===== src/rtl/mem_share_arbiter_if.sv =====
// Bundle of the two requester ports plus the shared read-return and status
// signals of mem_share_arbiter.
interface mem_share_arbiter_if #(
  parameter int DW = 8,
  parameter int AW = 4
);
  logic          req0;
  logic          req1;
  logic          we0;
  logic          we1;
  logic [AW-1:0] addr0;
  logic [AW-1:0] addr1;
  logic [DW-1:0] wdata0;
  logic [DW-1:0] wdata1;
  logic          gnt0;
  logic          gnt1;
  logic          rvalid0;
  logic          rvalid1;
  logic [DW-1:0] rdata;
  logic          rmatch;
  logic          busy;

  modport master (
    output req0, req1, we0, we1, addr0, addr1, wdata0, wdata1,
    input  gnt0, gnt1, rvalid0, rvalid1, rdata, rmatch, busy
  );

  modport slave (
    input  req0, req1, we0, we1, addr0, addr1, wdata0, wdata1,
    output gnt0, gnt1, rvalid0, rvalid1, rdata, rmatch, busy
  );
endinterface


===== src/rtl/mem_share_arbiter.sv =====
// Round-robin two-requester controller for a 16 x 8 register array with a
// clearing pass after reset. Define MEM_ARB_MATCH_EN to build the rmatch compare.
module mem_share_arbiter #(
  parameter int DW    = 8,
  parameter int AW    = 4,
  parameter int DEPTH = 16
) (
  input  logic                clk,
  input  logic                rst,
  mem_share_arbiter_if.slave  bus
);
  typedef enum logic {INIT, RUN} state_t;

  state_t        state_q, state_d;
  logic [AW-1:0] clr_ptr_q, clr_ptr_d;
  logic          last_gnt_q, last_gnt_d;
  logic          rvalid0_q, rvalid0_d;
  logic          rvalid1_q, rvalid1_d;
  logic [DW-1:0] rdata_q, rdata_d;

  logic [DW-1:0] mem [DEPTH];

  logic          gnt0, gnt1;
  logic          acc_we;
  logic [AW-1:0] acc_addr;
  logic          mem_we;
  logic [AW-1:0] mem_addr;
  logic [DW-1:0] mem_wdata;
  logic          rd_en;
  logic [DW-1:0] rd_word;

  assign rd_word = mem[acc_addr];

  always_comb begin
    state_d    = state_q;
    clr_ptr_d  = clr_ptr_q;
    last_gnt_d = last_gnt_q;
    gnt0       = 1'b0;
    gnt1       = 1'b0;
    acc_we     = 1'b0;
    acc_addr   = '0;
    mem_we     = 1'b0;
    mem_addr   = clr_ptr_q;
    mem_wdata  = '0;
    rd_en      = 1'b0;
    case (state_q)
      INIT: begin
        mem_we    = 1'b1;
        clr_ptr_d = clr_ptr_q + 1'b1;
        if (clr_ptr_q == AW'(DEPTH - 1)) state_d = RUN;
      end
      RUN: begin
        // last_gnt_q = 1 means requester 1 won most recently, so 0 wins a tie
        gnt0 = bus.req0 && (!bus.req1 || last_gnt_q);
        gnt1 = bus.req1 && !gnt0;
        if (gnt0) begin
          acc_we     = bus.we0;
          acc_addr   = bus.addr0;
          mem_wdata  = bus.wdata0;
          last_gnt_d = 1'b0;
        end else if (gnt1) begin
          acc_we     = bus.we1;
          acc_addr   = bus.addr1;
          mem_wdata  = bus.wdata1;
          last_gnt_d = 1'b1;
        end
        mem_addr = acc_addr;
        mem_we   = (gnt0 || gnt1) && acc_we;
        rd_en    = (gnt0 || gnt1) && !acc_we;
      end
      default: state_d = INIT;
    endcase
    rvalid0_d = rd_en && gnt0;
    rvalid1_d = rd_en && gnt1;
    rdata_d   = rd_en ? rd_word : rdata_q;
  end

  always_ff @(posedge clk or posedge rst) begin
    if (rst) begin
      state_q    <= INIT;
      clr_ptr_q  <= '0;
      last_gnt_q <= 1'b1;
      rvalid0_q  <= 1'b0;
      rvalid1_q  <= 1'b0;
      rdata_q    <= '0;
    end else begin
      state_q    <= state_d;
      clr_ptr_q  <= clr_ptr_d;
      last_gnt_q <= last_gnt_d;
      rvalid0_q  <= rvalid0_d;
      rvalid1_q  <= rvalid1_d;
      rdata_q    <= rdata_d;
    end
  end

  // Storage carries no reset; its contents come only from the clearing pass.
  always_ff @(posedge clk) begin
    if (mem_we) mem[mem_addr] <= mem_wdata;
  end

`ifdef MEM_ARB_MATCH_EN
  logic rmatch_q, rmatch_d;

  always_comb begin
    rmatch_d = rmatch_q;
    if (rd_en) rmatch_d = (rd_word == DW'(0)) || (rd_word == DW'(5)) || (rd_word == DW'(10));
  end

  always_ff @(posedge clk or posedge rst) begin
    if (rst) rmatch_q <= 1'b0;
    else     rmatch_q <= rmatch_d;
  end

  assign bus.rmatch = rmatch_q;
`else
  assign bus.rmatch = 1'b0;
`endif

  assign bus.gnt0    = gnt0;
  assign bus.gnt1    = gnt1;
  assign bus.rvalid0 = rvalid0_q;
  assign bus.rvalid1 = rvalid1_q;
  assign bus.rdata   = rdata_q;
  assign bus.busy    = (state_q == INIT);
endmodule


===== src/flat_wrapper.sv =====
// flat-port wrapper written by rule: the top's interface ports become plain ports
module mem_share_arbiter_flat 
#(
  parameter int DW    = 8,
  parameter int AW    = 4,
  parameter int DEPTH = 16
)
  (clk, rst, bus_req0, bus_req1, bus_we0, bus_we1, bus_addr0, bus_addr1, bus_wdata0, bus_wdata1, bus_gnt0, bus_gnt1, bus_rvalid0, bus_rvalid1, bus_rdata, bus_rmatch, bus_busy);
  mem_share_arbiter_if #(.DW(DW), .AW(AW)) bus_i ();
  input  logic clk;
  input  logic rst;
  input wire logic [$bits(bus_i.req0)-1:0] bus_req0;
  input wire logic [$bits(bus_i.req1)-1:0] bus_req1;
  input wire logic [$bits(bus_i.we0)-1:0] bus_we0;
  input wire logic [$bits(bus_i.we1)-1:0] bus_we1;
  input wire logic [$bits(bus_i.addr0)-1:0] bus_addr0;
  input wire logic [$bits(bus_i.addr1)-1:0] bus_addr1;
  input wire logic [$bits(bus_i.wdata0)-1:0] bus_wdata0;
  input wire logic [$bits(bus_i.wdata1)-1:0] bus_wdata1;
  output wire logic [$bits(bus_i.gnt0)-1:0] bus_gnt0;
  output wire logic [$bits(bus_i.gnt1)-1:0] bus_gnt1;
  output wire logic [$bits(bus_i.rvalid0)-1:0] bus_rvalid0;
  output wire logic [$bits(bus_i.rvalid1)-1:0] bus_rvalid1;
  output wire logic [$bits(bus_i.rdata)-1:0] bus_rdata;
  output wire logic [$bits(bus_i.rmatch)-1:0] bus_rmatch;
  output wire logic [$bits(bus_i.busy)-1:0] bus_busy;
  assign bus_i.req0 = bus_req0;
  assign bus_i.req1 = bus_req1;
  assign bus_i.we0 = bus_we0;
  assign bus_i.we1 = bus_we1;
  assign bus_i.addr0 = bus_addr0;
  assign bus_i.addr1 = bus_addr1;
  assign bus_i.wdata0 = bus_wdata0;
  assign bus_i.wdata1 = bus_wdata1;
  assign bus_gnt0 = bus_i.gnt0;
  assign bus_gnt1 = bus_i.gnt1;
  assign bus_rvalid0 = bus_i.rvalid0;
  assign bus_rvalid1 = bus_i.rvalid1;
  assign bus_rdata = bus_i.rdata;
  assign bus_rmatch = bus_i.rmatch;
  assign bus_busy = bus_i.busy;
  mem_share_arbiter #(.DW(DW), .AW(AW), .DEPTH(DEPTH)) u_core (.clk(clk), .rst(rst), .bus(bus_i));
endmodule

===== config.mk =====
export PLATFORM = sky130hd
export DESIGN_NAME = mem_share_arbiter_flat
export DESIGN_NICKNAME = d
export VERILOG_FILES = /design/src/rtl/mem_share_arbiter_if.sv /design/src/rtl/mem_share_arbiter.sv /design/src/flat_wrapper.sv
export SDC_FILE = /design/constraint.sdc
export NUM_CORES = 1
export LEC_CHECK = 0
export ABC_CLOCK_PERIOD_IN_PS = 6100
export CAP_MARGIN = 30
export CORE_ASPECT_RATIO = 0.7
export CORE_MARGIN = 2
export CORE_UTILIZATION = 55
export CTS_CLUSTER_DIAMETER = 30
export DETAILED_ROUTE_END_ITERATION = 12
export GPL_TIMING_DRIVEN = 0
export HOLD_SLACK_MARGIN = 0.15
export PLACE_DENSITY = 0.76
export SETUP_SLACK_MARGIN = 0.2
export SLEW_MARGIN = 20
export SYNTH_ARGS = -nofsm -noshare
export SYNTH_HDL_FRONTEND = slang
export SYNTH_SLANG_ARGS = --single-unit

===== constraint.sdc =====
create_clock -name clk -period 6.1 [get_ports clk]
set_input_delay 1.22 -clock clk [delete_from_list [all_inputs] [get_ports clk]]
set_output_delay 1.22 -clock clk [all_outputs]
set_load 0.05 [all_outputs]

==> impl_metrics.json, run 1 <==
{
  "status": "complete, no violations",
  "overflow": 0,
  "dieArea_um2": 11700,
  "io_pins": 44,
  "numCtsBuffers": 17,
  "tns_ps": 0,
  "leakage_nw": 2.49,
  "syn-instance-count": 367,
  "slew_headroom_pct": 41.7,
  "die_w_um": 128,
  "synth_top_cell_by_area": "edfxtp_1",
  "skew_ps": 6.81,
  "p_per_area_nw_per_um2": 353,
  "dp_cells": 543,
  "avgSynthCellArea_um2": 16.2,
  "ys_seq_area_share_pct": 71.3,
  "root_buffer": "clkbuf_16",
  "r2r_end": "u_core.mem[11][1]",
  "antenna_found_initial": 0,
  "seq_area_um2": 4250,
  "crit_required_ps": 4880,
  "cts_tree": "built",
  "grt_pass1_vias": 3687,
  "start_util_pct": 57.1,
  "post-route-period-util_pct": 77.0,
  "rsz0062_at_grt": "no",
  "syn_to_final_growth_pct": 20.0,
  "crit_path_frequent_cell": "clkdlybuf4s50_1",
  "min-delay-start": "u_core.bus.rdata[6]",
  "dr.pass1.iters": 6,
  "drc": 0,
  "clock-sinks": 144,
  "hold_violations": 0,
  "slowest_stage": "clkdlybuf4s50_1",
  "layout-drive-gt1-share_pct": 16.5,
  "async_flop_share_pct": 11.1,
  "fmax_ghz": 0.213,
  "critical_path_class": "in2out",
  "wl_mm": 13.8,
  "cp_cell_sequence": "clkdlybuf4s50_1 -> a21boi_4 -> and2_1 -> clkbuf_1 -> clkdlybuf4s50_1",
  "grt_first_pass_wirelength_mm": 21.3,
  "initialDrtViolationCount": 484,
  "yosysMostFrequentCell": "edfxtp_1",
  "cp.arrival_ps": 3470,
  "antenna_cells": 0,
  "grtUsageTotal_pct": 25.6,
  "coreArea_um2": 10400,
  "min_path_type": "reg2reg",
  "ys_warn_count": 0,
  "hpwl_mm": 9.14,
  "die_h_um": 91.1,
  "multiInputGateArea_um2": 1540,
  "start_kind": "primary input",
  "synth-edff-count": 128,
  "synth.area.top_cells": "edfxtp_1 65%, dfrtp_1 6.3%, mux4_2 6.1%",
  "post_cts_buffers": 0,
  "wl_per_cell_um": 24.0,
  "synthesis.area_um2": 5950,
  "synth_top_cell_area_share_pct": 64.6,
  "final_area_um2": 7150,
  "synth_common_cells": "128 x edfxtp_1, 38 x nand2_1, 19 x and3_1",
  "min_period_ps": 4690,
  "clk_pin_slew_ps": 60,
  "critPathMaxStageDelay_ps": 900,
  "reg2reg_depth": 5,
  "ys_types": 45,
  "viasPerCell": 6.28,
  "nFillCells": 663,
  "holdPathEnd": "u_core.bus.rdata[6]",
  "slew_violations": 0,
  "layout.nets": 461,
  "final_cells": 575,
  "port_buffers": 42,
  "finalPower_mw": 2.52,
  "tightest_slew_ps": 871,
  "cts_hold_buf": 0,
  "clockBufferDepth": 2,
  "synthFlopType": "edfxtp_1",
  "antenna_left": 0,
  "max-cap-violations": 0,
  "end_kind": "output pin",
  "hold_path_depth": 2,
  "r2r-start": "u_core.state_q",
  "rrSetupSlack_ps": 3120,
  "path_max_fanout": 10,
  "placed_area_um2": 6550,
  "vias": 3609,
  "post-route-util_pct": 68.5,
  "place_congestion": 0.938,
  "grt_max_degree": 17,
  "synth_seq_cells": 144,
  "synth_fp_nets": 398,
  "setup_viol": 0,
  "row_count": 31,
  "clock_latency_ps": 420,
  "irDropWorstVdd_uv": 220,
  "h-tree-depth": 4,
  "cts_resized": 0
}
-- cell families after synthesis --
group,after synthesis,synth area share (%)
DFF,144,71.3
and+or+nand+nor,107,9.04
AOI/OAI and AO/OA,61,8.57
muxes,25,7.59
buffers and inverters,25,2.79
xor gates and xnor gates,3,0.441
adders and majority gates,1,0.210
other,1,0.0630
-- routing by layer --
layer  part of all wire, %  global-route usage (%)  vias to the layer above
met1                    44                    37.0                     1794
met4                   2.5                    11.4                        0
met3                   9.2                    7.78                       28
li1                      -                       -                     1597
met5                     0                       0                        -
met2                    44                    36.2                      190
-- critical path: cells and delay by family --
kind	cells	cell delay, ps
simple gates	1	180
compound gates	1	340
buf+inv	3	1740
-- final cells by class --
class	count	share of cell area, %
clock buffer	17	5.95
tap	132	2.31
multi-input combinational	198	21.6
buffer	20	2.07
clock inverter	15	2.38
timing repair buffer	44	6.02
sequential	144	59.4
inverter	5	0.263
-- worst max-delay path by stage --
| stage | start | end | slack (ps) | cells after the start |
|---|---|---|---|---|
| 6_report | bus_req1 | bus_gnt1 | 1410 | 5 |
| 5_1_grt | bus_req1 | bus_gnt1 | 1270 | 5 |
| 4_1_cts | bus_req1 | bus_gnt1 | 1400 | 5 |
| 3_5_place_dp | bus_req1 | bus_gnt1 | 1410 | 5 |
| 3_3_place_gp | bus_req1 | bus_gnt1 | 1480 | 5 |
| 2_1_floorplan | bus_req1 | bus_gnt1 | 2650 | 3 |
-- flip-flops by register name, indices dropped and copies added (netlist names) --
signal,count
u_core.bus.rdata,8
u_core.last_gnt_q,1
u_core.mem,128
u_core.bus.rvalid0,1
u_core.state_q,1
u_core.bus.rvalid1,1
u_core.clr_ptr_q,4
-- per-stage QoR --
stage / setup slack, ps / hold slack, ps
after CTS: 1400 / 500
after detailed placement: 1410 / 486
after global routing: 1270 / 532
after floorplan: 2650 / 501
after global placement: 1480 / 478
final: 1410 / 497
-- placed cells by master, fill, tap and decap left out, types with 7 or more instances in the layout --
master,netlist,layout
nand3_1,12,12
a22o_1,9,9
mux4_2,16,16
nor2_1,18,18
a211oi_1,16,16
buf_2,5,7
or4_1,8,8
and3_1,19,19
clkbuf_16,0,17
a32o_1,11,11
edfxtp_1,128,128
dfrtp_1,15,15
clkdlybuf4s50_1,0,42
inv_6,0,9
mux2i_1,8,8
a22oi_1,8,8
nand2_1,38,38
-- power breakdown --
part           switching (mW)  internal (mW)
clock network           0.429          0.613
logic                   0.218          0.123
registers              0.0137           1.12
total                   0.661           1.86
(Power assumes the default switching activity.)
==> inputs of run 2 (changes only) <==
--- a/config.mk
+++ b/config.mk
@@ -5,16 +5,16 @@
 export SDC_FILE = /design/constraint.sdc
 export NUM_CORES = 1
 export LEC_CHECK = 0
-export ABC_CLOCK_PERIOD_IN_PS = 6100
+export ABC_CLOCK_PERIOD_IN_PS = 4000
 export CAP_MARGIN = 30
 export CORE_ASPECT_RATIO = 0.7
 export CORE_MARGIN = 2
-export CORE_UTILIZATION = 55
+export CORE_UTILIZATION = 52
 export CTS_CLUSTER_DIAMETER = 30
 export DETAILED_ROUTE_END_ITERATION = 12
 export GPL_TIMING_DRIVEN = 0
 export HOLD_SLACK_MARGIN = 0.15
-export PLACE_DENSITY = 0.76
+export PLACE_DENSITY = 0.75
 export SETUP_SLACK_MARGIN = 0.2
 export SLEW_MARGIN = 20
 export SYNTH_ARGS = -nofsm -noshare
==> constraint.sdc (replaced) <==
create_clock -name clk -period 4 [get_ports clk]
set_input_delay 0.8 -clock clk [delete_from_list [all_inputs] [get_ports clk]]
set_output_delay 0.8 -clock clk [all_outputs]
set_load 0.05 [all_outputs]
==> impl_metrics.json, run 2 (synthesis gave the netlist of run 1 again) <==
{
  "irDropWorstVdd_uv": 377,
  "root_buffer": "clkbuf_16",
  "dr.pass1.iters": 5,
  "status": "complete, no violations",
  "io_pins": 44,
  "path_buf_inv": 3,
  "hpwl_mm": 8.84,
  "cpLargestDelayFamily": "buffers and inverters",
  "grt_first_pass_wirelength_mm": 21.1,
  "start_util_pct": 53.7,
  "slowest_stage": "dlygate4sd2_1",
  "top_register": "u_core.mem",
  "post_cts_buffers": 0,
  "cts_tree": "built",
  "layout-drive-gt1-share_pct": 16.0,
  "dieArea_um2": 12300,
  "path_max_fanout": 10,
  "wl_mm": 13.8,
  "finalPower_mw": 3.91,
  "reg2reg_depth": 5,
  "place_congestion": 0.865,
  "tightest_slew_ps": 848,
  "layout.nets": 461,
  "nFillCells": 744,
  "post-route-period-util_pct": 87.7,
  "min_path_type": "reg2reg",
  "coreArea_um2": 11100,
  "setup_viol": 0,
  "syn_to_final_growth_pct": 20.9,
  "path_depth": 5,
  "die_w_um": 132,
  "fmax_ghz": 0.285,
  "crit_required_ps": 3200,
  "rsz0062_at_grt": "no",
  "clk_pin_slew_ps": 60,
  "grtUsageTotal_pct": 23.9,
  "leakage_nw": 2.52,
  "clock-sinks": 144,
  "final_common_cell": "edfxtp_1",
  "grt_pass1_vias": 3682,
  "grt_max_degree": 17,
  "skew_ps": 7.99,
  "slew_violations": 0,
  "critical_path_class": "in2out",
  "antenna_left": 0,
  "end_kind": "output pin",
  "row_count": 32,
  "port_buffers": 42,
  "clockBufferDepth": 2,
  "cp.arrival_ps": 2710,
  "slew_headroom_pct": 43.3,
  "hold_violations": 0,
  "largest_reg_flops": 128,
  "cts_resized": 1,
  "rrSetupSlack_ps": 1000,
  "cts_hold_buf": 0,
  "min_period_ps": 3510,
  "p_per_area_nw_per_um2": 543,
  "max-cap-violations": 0,
  "vias": 3688,
  "antenna_found_initial": 0,
  "start_kind": "primary input",
  "overflow": 0,
  "initialDrtViolationCount": 364,
  "h-tree-depth": 4,
  "post-route-util_pct": 64.9,
  "drc": 0,
  "tns_ps": 0,
  "final_cell_mix": "128 x edfxtp_1, 40 x clkdlybuf4s50_1, 38 x nand2_1",
  "die_h_um": 93.5,
  "cp_cell_sequence": "clkdlybuf4s50_1 -> a21boi_4 -> and2_1 -> clkbuf_1 -> dlygate4sd2_1",
  "hold_path_depth": 2,
  "wl_per_cell_um": 23.2,
  "viasPerCell": 6.19,
  "critPathMaxStageDelay_ps": 580,
  "clock_latency_ps": 420,
  "antenna_cells": 0,
  "numCtsBuffers": 17
}
==> run 2: changes by cell type in the layout (fill, tap and decap cells not counted), sizes merged, moves of 2 or more <==
cell,previous run,this run
clkbuf,24,26
bufinv,2,4
clkinv,2,8
clkdlybuf4s50,42,40
inv,13,4
==> run 2: path summary, 6_finish.rpt <==
kind | from | end
max reg2reg | u_core.state_q | u_core.mem[7][3]
max in group asynchronous | rst | u_core.bus.rdata[2]
min | u_core.bus.rdata[0] | u_core.bus.rdata[0]
min reg2reg | u_core.bus.rdata[0] | u_core.bus.rdata[0]
min in group asynchronous | rst | u_core.state_q
max | bus_req1 | bus_gnt1
==> run 2: metrics by stage <==
step / worst slack [ps] / cells / area, um2 / hold slack, ps
2_1_floorplan: 1390 / 367 / 5950 / 501
3_3_place_gp: 223 / 562 / 6570 / 483
3_5_place_dp: 207 / 563 / 6570 / 489
4_1_cts: 233 / 595 / 7190 / 512
5_1_grt: 399 / 596 / 7200 / 532
6_report: 493 / 596 / 7200 / 511
==> run 2: worst reg2reg max path: stages, from the launching register on <==
cell and delay [ps]:
dfrtp_1 360, buf_2 290, clkbuf_1 440, clkbuf_1 420, o21ai_0 390, nor2_1 720
==> run 2: power by group <==
| part | internal [mW] | total [mW] | switching [mW] | leakage (nW) |
|---|---|---|---|---|
| registers | 1.71 | 1.74 | 0.0245 | 1.37 |
| clock network | 1.04 | 1.65 | 0.604 | 0.297 |
| logic | 0.187 | 0.519 | 0.332 | 0.856 |
| total | 2.95 | 3.91 | 0.960 | 2.52 |
==> run 2: cell type report <==
| class | count | area [um2] | area share, % |
|---|---|---|---|
| Clock inverter | 13 | 189 | 2.62 |
| Buffer | 20 | 148 | 2.05 |
| Sequential cell | 144 | 4250 | 59.0 |
| Clock buffer | 19 | 433 | 6.01 |
| Tap cell | 153 | 191 | 2.66 |
| Multi-Input combinational cell | 198 | 1540 | 21.4 |
| Timing Repair Buffer | 44 | 432 | 6.00 |
| Inverter | 5 | 18.8 | 0.261 |
==> run 2: layer usage <==
| layer | share of wire [%] | GRT usage, % | vias up |
|---|---|---|---|
| li1 | - | - | 1591 |
| met5 | 0 | 0 | - |
| met4 | 2.6 | 10.8 | 0 |
| met1 | 42 | 32.8 | 1864 |
| met3 | 9.3 | 6.07 | 37 |
| met2 | 46 | 36.6 | 196 |
==> inputs of run 3 (changes only) <==
--- a/config.mk
+++ b/config.mk
@@ -16,6 +16,7 @@
 export HOLD_SLACK_MARGIN = 0.15
 export PLACE_DENSITY = 0.75
 export SETUP_SLACK_MARGIN = 0.2
+export SKIP_LAST_GASP = 1
 export SLEW_MARGIN = 20
 export SYNTH_ARGS = -nofsm -noshare
 export SYNTH_HDL_FRONTEND = slang
==> results of run 3 <==
No change in the layout: final DEF, timing and power equal those of run 2.
